### config.mk
export PLATFORM = sky130hd
export DESIGN_NAME = edge_window_fetch
export DESIGN_NICKNAME = d
export VERILOG_FILES = /design/src/rtl/edge_window_fetch.sv
export SDC_FILE = /design/constraint.sdc
export NUM_CORES = 1
export LEC_CHECK = 0
export CELL_PAD_IN_SITES_DETAIL_PLACEMENT = 1
export CELL_PAD_IN_SITES_GLOBAL_PLACEMENT = 1
export CORE_UTILIZATION = 48
export CTS_CLUSTER_SIZE = 8
export DETAILED_ROUTE_END_ITERATION = 8
export GPL_TIMING_DRIVEN = 0
export PLACE_DENSITY_LB_ADDON = 0.15
export SLEW_MARGIN = 40
export SYNTH_ARGS = -nofsm -noshare
export SYNTH_HDL_FRONTEND = slang
export SYNTH_SLANG_ARGS = --single-unit
### constraint.sdc
create_clock -name clk -period 14.87 [get_ports clk]
set_input_delay 2.2305 -clock clk [delete_from_list [all_inputs] [get_ports clk]]
set_output_delay 2.2305 -clock clk [all_outputs]
set_load 0.005 [all_outputs]
### src/rtl/edge_window_fetch.sv
// edge_window_fetch
//   Producer side of the edge-detection pixel interface. For each centre
//   coordinate requested by the edge stage it reads the 8 neighbours from
//   the greyscale frame-buffer BRAM and presents the 3x3 window together
//   with a one-cycle edgeValid pulse and an echo of the coordinate.
//
// Ports
//   clk, reset           system clock, synchronous active-high reset
//   enable               greyscale frame available; gates the start of a fetch
//   inX, inY             requested centre (screen coordinates)
//   rdAddress            BRAM port-B address (registered)
//   rdPixel              BRAM port-B data, valid one cycle after rdAddress
//   ul..dr               window pixels (registered, held until next VALID)
//   edgeValid            one-cycle pulse: window and coordinate echo valid
//   outX_edgeOut/outY_edgeOut  centre coordinate belonging to the window
//
// States
//   IDLE  | wait for enable, latch centre, issue neighbour 0
//   FETCH | k = 0..7 address on the bus, issue neighbour k+1
//   DRAIN | capture dr, load the output window
//   VALID | edgeValid high for one cycle
module edge_window_fetch #(
  parameter int COL_BIAS   = 20,
  parameter int ROW_BIAS   = 40,
  parameter int ROW_LENGTH = 600,
  parameter int COL_LENGTH = 400,
  parameter int ADDR_W     = 18
) (
  input  logic              clk,
  input  logic              reset,
  input  logic              enable,
  input  logic [9:0]        inX,
  input  logic [8:0]        inY,
  output logic [ADDR_W-1:0] rdAddress,
  input  logic [3:0]        rdPixel,
  output logic [3:0]        ul,
  output logic [3:0]        uc,
  output logic [3:0]        ur,
  output logic [3:0]        ml,
  output logic [3:0]        mr,
  output logic [3:0]        dl,
  output logic [3:0]        dc,
  output logic [3:0]        dr,
  output logic              edgeValid,
  output logic [9:0]        outX_edgeOut,
  output logic [8:0]        outY_edgeOut
);

  typedef enum logic [1:0] {IDLE, FETCH, DRAIN, VALID} state_t;

  state_t      state;
  logic [2:0]  k;
  logic [9:0]  cx;
  logic [8:0]  cy;

  // Two-stage tag pipeline following the BRAM: iss* travels with rdAddress,
  // cap* lines up with rdPixel one cycle later.
  logic        issValid, capValid;
  logic [2:0]  issIdx, capIdx;
  logic        issOor, capOor;
  logic [3:0]  stage [8];

  logic [9:0]        srcX;
  logic [8:0]        srcY;
  logic [2:0]        nextIdx;
  int                nx, ny;
  logic              nextOor;
  logic [ADDR_W-1:0] nextAddr;
  logic [3:0]        sample;

  // Neighbour address for the next issue. In IDLE the centre comes straight
  // from the inputs so neighbour 0 goes out on the same edge that latches it.
  always_comb begin
    srcX    = (state == IDLE) ? inX : cx;
    srcY    = (state == IDLE) ? inY : cy;
    nextIdx = (state == IDLE) ? 3'd0 : k + 3'd1;
    // int arithmetic keeps 0-1 negative instead of wrapping into range
    nx = int'(srcX);
    ny = int'(srcY);
    case (nextIdx)
      3'd0, 3'd3, 3'd5: nx = nx - 1;
      3'd2, 3'd4, 3'd7: nx = nx + 1;
      default: ;
    endcase
    case (nextIdx)
      3'd0, 3'd1, 3'd2: ny = ny - 1;
      3'd5, 3'd6, 3'd7: ny = ny + 1;
      default: ;
    endcase
    nextOor = !((nx >= COL_BIAS) && (nx <= COL_BIAS + ROW_LENGTH - 1) &&
                (ny >= ROW_BIAS) && (ny <= ROW_BIAS + COL_LENGTH - 1));
    nextAddr = nextOor ? '0
             : ADDR_W'((nx - COL_BIAS) + (ny - ROW_BIAS) * ROW_LENGTH);
    sample = capOor ? 4'd0 : rdPixel;
  end

  always_ff @(posedge clk) begin
    if (reset) begin
      state        <= IDLE;
      k            <= '0;
      cx           <= '0;
      cy           <= '0;
      rdAddress    <= '0;
      issValid     <= 1'b0;
      issIdx       <= '0;
      issOor       <= 1'b0;
      capValid     <= 1'b0;
      capIdx       <= '0;
      capOor       <= 1'b0;
      for (int i = 0; i < 8; i++) stage[i] <= '0;
      ul <= '0; uc <= '0; ur <= '0; ml <= '0;
      mr <= '0; dl <= '0; dc <= '0; dr <= '0;
      edgeValid    <= 1'b0;
      outX_edgeOut <= '0;
      outY_edgeOut <= '0;
    end else begin
      edgeValid <= 1'b0;
      issValid  <= 1'b0;
      capValid  <= issValid;
      capIdx    <= issIdx;
      capOor    <= issOor;
      if (capValid) stage[capIdx] <= sample;

      case (state)
        IDLE: begin
          if (enable) begin
            cx        <= inX;
            cy        <= inY;
            k         <= '0;
            rdAddress <= nextAddr;
            issValid  <= 1'b1;
            issIdx    <= nextIdx;
            issOor    <= nextOor;
            state     <= FETCH;
          end
        end
        FETCH: begin
          if (k == 3'd7) begin
            state <= DRAIN;
          end else begin
            k         <= k + 3'd1;
            rdAddress <= nextAddr;
            issValid  <= 1'b1;
            issIdx    <= nextIdx;
            issOor    <= nextOor;
          end
        end
        DRAIN: begin
          // dr arrives this cycle, so it bypasses the staging array
          ul           <= stage[0];
          uc           <= stage[1];
          ur           <= stage[2];
          ml           <= stage[3];
          mr           <= stage[4];
          dl           <= stage[5];
          dc           <= stage[6];
          dr           <= sample;
          outX_edgeOut <= cx;
          outY_edgeOut <= cy;
          edgeValid    <= 1'b1;
          state        <= VALID;
        end
        VALID:   state <= IDLE;
        default: state <= IDLE;
      endcase
    end
  end

endmodule
Yosys cells after proc, flatten, opt, wreduce, memory -nomap -nowiden
Memory sizes are Yosys's and may differ from the RTL's. A register that Yosys moved wholly into a read port is not among the register bits. Index checks and enable logic that the tools add are counted.

Mux-type cells: 34. Magnitude comparators: 4. Multipliers: 1. Add/subtract/negate cells: 8. Reduce and logical (&&, ||, !) cells: 15. Eq/ne operators: 14.

Operator list (number): $pmux 32 s2 (2); $mux 18 (3); $pmux 18 s2 (1); $ge 32x6->1 const B (1); $ge 32x7->1 const B (1); $le 32x10->1 const B (1); $le 32x11->1 const B (1); $mul 32x8->15 const B (1); $sub 32x7->32 const B (1); $add 18x18->18 (1); $mux 3 (6); $sub 18x6->18 const B (1); $eq 3x3->1 const B (5); $pmux 3 s2 (2); $reduce_or 3->1 (4); $add 10x1->11 const B (1); $mux 1 (11); $sub 10x1->11 const B (1); $add 9x1->10 const B (1); $mux 10 (1); $sub 9x1->10 const B (1); $mux 9 (1); $mux 4 (2); $pmux 2 s4 (1); other kinds (16) (25).

Bits of input ports: 26. Flip-flop bits (word level): 76. Memories kept: 1. Output and inout port bits: 70. RAM bits: 32. Logic and storage cells: 92.

Memory list: stage (words 8, width 4, rd ports 7, clocked after memory_dff 7, write ports 8, line 61) `logic [3:0] stage [8];`.

Depth between registers and ports, before layout
Word-level depth: 12. Depth in mapped cells: 39. Depth with buffers taken out: 38.

Worst setup path before layout
No wires, ideal clock.

Path type: input port to flip-flop. Start: input inY[0]. End: register rdAddress[17]. Data arrival time: 8656 ps. Setup slack: 6152 ps. Cell stages on the path: 34. Setup time: 62 ps. Cells stage by stage: mux2i_1 inv_1 ha_1 nand4_1 nand2_1 a32oi_1 xor2_1 inv_1 ha_1 o21ai_0 xnor2_1 ha_1 inv_1 fa_1 inv_1 fa_1 ha_1 a21boi_0 o21ai_0 a21oi_1 o21ai_0 nand2b_1 a21o_1 a21oi_1 xor2_1 ha_1 xnor2_1 xnor2_1 xnor2_1 xnor2_1 xnor3_1 xnor3_1 or4b_1 nand3_1.

Word-level cells in the longest chain between the ends: 9. Elaborated cells between the ends (all ways): 15. Classes of those cells: add/sub (4); mul (1); order compare (2); mux (6); reduce/logical (2).

RTL lines: start: declaration (line 33) `input logic [8:0] inY,`; $mux 9 * (line 75) `srcY = (state == IDLE) ? inY : cy;`; $add 9x1->10 / $sub 9x1->10 (equally long branches) (line 87, 86); $pmux 32 s2 * (line 85) `case (nextIdx)`; $sub 32x7->32 / $ge 32x7->1 (equally long branches) (line 93, 91); $mul 32x8->15 / $logic_and 1x1->1 (equally long branches) (line 93, 90); $add 18x18->18 / $logic_and 1x1->1 (equally long branches) (line 93, 91); $mux 18 * (line 92) `nextAddr = nextOor ? '0`; $mux 18, on equally long branches (line 138, 126); $pmux 18 s2 * (line 124) `case (state)`; end signal: assignment (line 130) `rdAddress <= nextAddr;`; end signal: assignment (line 142) `rdAddress <= nextAddr;`; end: declaration (line 34) `output logic [ADDR_W-1:0] rdAddress,`.

Every way passes the cells marked *; elsewhere a longest branch is shown, timed or not. The select of a mux whose other input is x is not followed. A chain may end at the register's enable or synchronous reset.

Final worst setup path
Same ends and word-level chain as after synthesis.

==> reports/qor.txt <==
Worst EP arrival = 10260 ps
antenna cells = 0
die height = 135 µm
CTS resizes = 0
busiest grt layer = met2
worst-case clock buffer depth = 2
post-synthesis mux area share = 0.0864
GR Overflow Total = 0
Clock Skew = 10.8 ps
synth warn = 0
crit-path max FO = 5
setup repair bufs after CTS = 0
met1 Use GR = 0.349
outcome = finished, final reports clean
Clock Sinks = 132
full die area = 18300 µm²
Final period util = 0.666
crit-path max cell delay = 530 ps
via count = 7028
top_reg_cell synth = dfxtp_1
Synth Area in XOR/XNOR = 0.0503
# setup viols final = 0
Tot GR Track Use = 0.277
initial core utilization = 0.493
CTS tree = done
Clock Tree Root = clkbuf_16
Synth area leader = dfxtp_1
slowest CP cell = or4b_1
Post-Synth Adder-Cell Area = 0.158
Area contributors post-synth = dfxtp_1, ha_1, edfxtp_1
final hold vios = 0
RSZ-0062 raised after global routing = false
Post-synth EDFFs = 28
layout cells sized above 1 = 0.0735
RD Place Congestion = 0.908
CTS Buf Count = 17
met3 usage = 0.0393
filler instances = 1997
top-area cell type share of the netlist area = 0.244
most common cell in the netlist = nor2_1
1st-pass router iterations = 5
largest net degree at the start of global routing = 17
initial DRC count = 232
clk_lat worst skew = 420 ps
crit path capture type = flop
Placed Cells = 1241
die outline width = 135 µm
syn nets = 1044
mean area per synthesized cell = 9.25 µm²
net count of the finished layout = 1157
largest family of logic cells by synthesized area = simple AND/OR/NAND/NOR gates
unique cell type count in the Yosys netlist = 88
post-synthesis register bit count = 132
CP Launch Type = primary input
number of routed nets with antenna violations = 0
detailed placement HPWL = 18.2 mm
I/O Buffers = 94
Row Count = 48
number of global-route vias before repair = 7369
cts hold-fix bufs = 0
Synth Area in Compound Gates = 0.131
Slew Viols, Final = 0
Tmin final = 9900 ps
critical path class = in -> reg
first-pass GRT wire length = 39.0 mm
drt drc = 0
I/O pin total = 96
HP Class = reg -> reg
Synth Area in Simple Gates = 0.164
Worst Path Required = 15230 ps
setup total negative slack = 0 ps
htree depth = 4
core box area = 17300 µm²
Layout Cells excl Fill = 1273
Cells after Synth = 922
DR WL/cell = 18.9 µm
vias per cell = 5.52
sequential area share after synthesis = 0.343
mapped cell area = 8530 µm²
delay-heaviest family, CP = adder cells
final wirelength = 24.0 mm
synth cell count leaders = nor2_1, dfxtp_1, inv_1, ha_1, mux2i_1
clock transition at the registers of the reported paths = 60 ps
ys async rst share = 0
Fmax = 101 MHz
worst path bufs/invs = 5
slew margin rel. = 0.424
GR Util met2 = 0.495
Worst-Margin Slew = 856 ps
Synth-to-Final Area Change = 21.2%
max-cap viol count = 0
initial antenna violation count = 0
## flip-flops by register name (all words and copies together) (netlist names), 3 cells and up
name / flops
outX_edgeOut: 10
ul: 4
cy: 9
dr: 4
k: 3
dc: 4
uc: 4
dl: 4
mr: 4
rdAddress: 18
ml: 4
cx: 10
outY_edgeOut: 9
issIdx: 3
stage: 28
capIdx: 3
ur: 4
## final timing paths
| check | startpoint | to | slack (ps) | depth (start not counted) |
|---|---|---|---|---|
| hold / removal | issValid$_SDFF_PP0_ | capValid$_SDFF_PP0_ | 470 | 1 |
| setup / recovery | inY[0] | rdAddress[17]$_SDFFE_PP0P_ | 4970 | 35 |
| setup reg to reg | state[0]$_SDFFE_PP0P_ | rdAddress[17]$_SDFFE_PP0P_ | 6430 | 37 |
| hold reg to reg | issValid$_SDFF_PP0_ | capValid$_SDFF_PP0_ | 470 | 1 |
## per-layer routing
layer / wire [µm] / vias up
li1: - / 3415
met1: 10900 / 3478
met5: 0 / -
met3: 696 / 17
met4: 230 / 0
met2: 12200 / 118
## metrics by stage
step	instance area (µm²)	utilization	setup WS, ps	hold WS, ps
final	10300	0.598	4970	465
after global routing	10300	0.598	4440	477
after CTS	10300	0.598	4950	467
after detailed placement	9750	0.564	4600	447
after global placement	9750	0.564	4710	424
after floorplan	8530	-	6150	414
## cells in the final DEF, fill, tap and decap left out, types with 28 or more instances in the layout
master / netlist / routed
mux2i_1: 61 / 61
nor2_1: 143 / 143
inv_1: 99 / 99
dfxtp_1: 104 / 104
ha_1: 77 / 77
nand2_1: 30 / 30
xnor2_1: 28 / 28
edfxtp_1: 28 / 28
a21oi_1: 34 / 34
clkdlybuf4s50_1: 0 / 94
## layout make-up
type / count / area (µm²) / area share
Multi-Input combinational cell: 648 / 5020 / 0.486
Sequential cell: 132 / 2920 / 0.283
Clock buffer: 17 / 425 / 0.0412
Buffer: 38 / 191 / 0.0185
Inverter: 104 / 392 / 0.0379
Tap cell: 225 / 282 / 0.0272
Timing Repair Buffer: 94 / 941 / 0.0910
Clock inverter: 15 / 159 / 0.0154
## logic make-up (layout without fill, tap and decap cells)
logic type / count (synthesis) / in the layout
fa+ha+maj: 96 / 96
xor+xnor: 45 / 45
simple gates: 286 / 286
mux: 70 / 70
buf+inv: 142 / 268
compound gates: 151 / 151
flops: 132 / 132
Power is left out: the tool's default activity adds up to more than one toggle a clock period on the data nets, which glitch-free logic cannot reach.
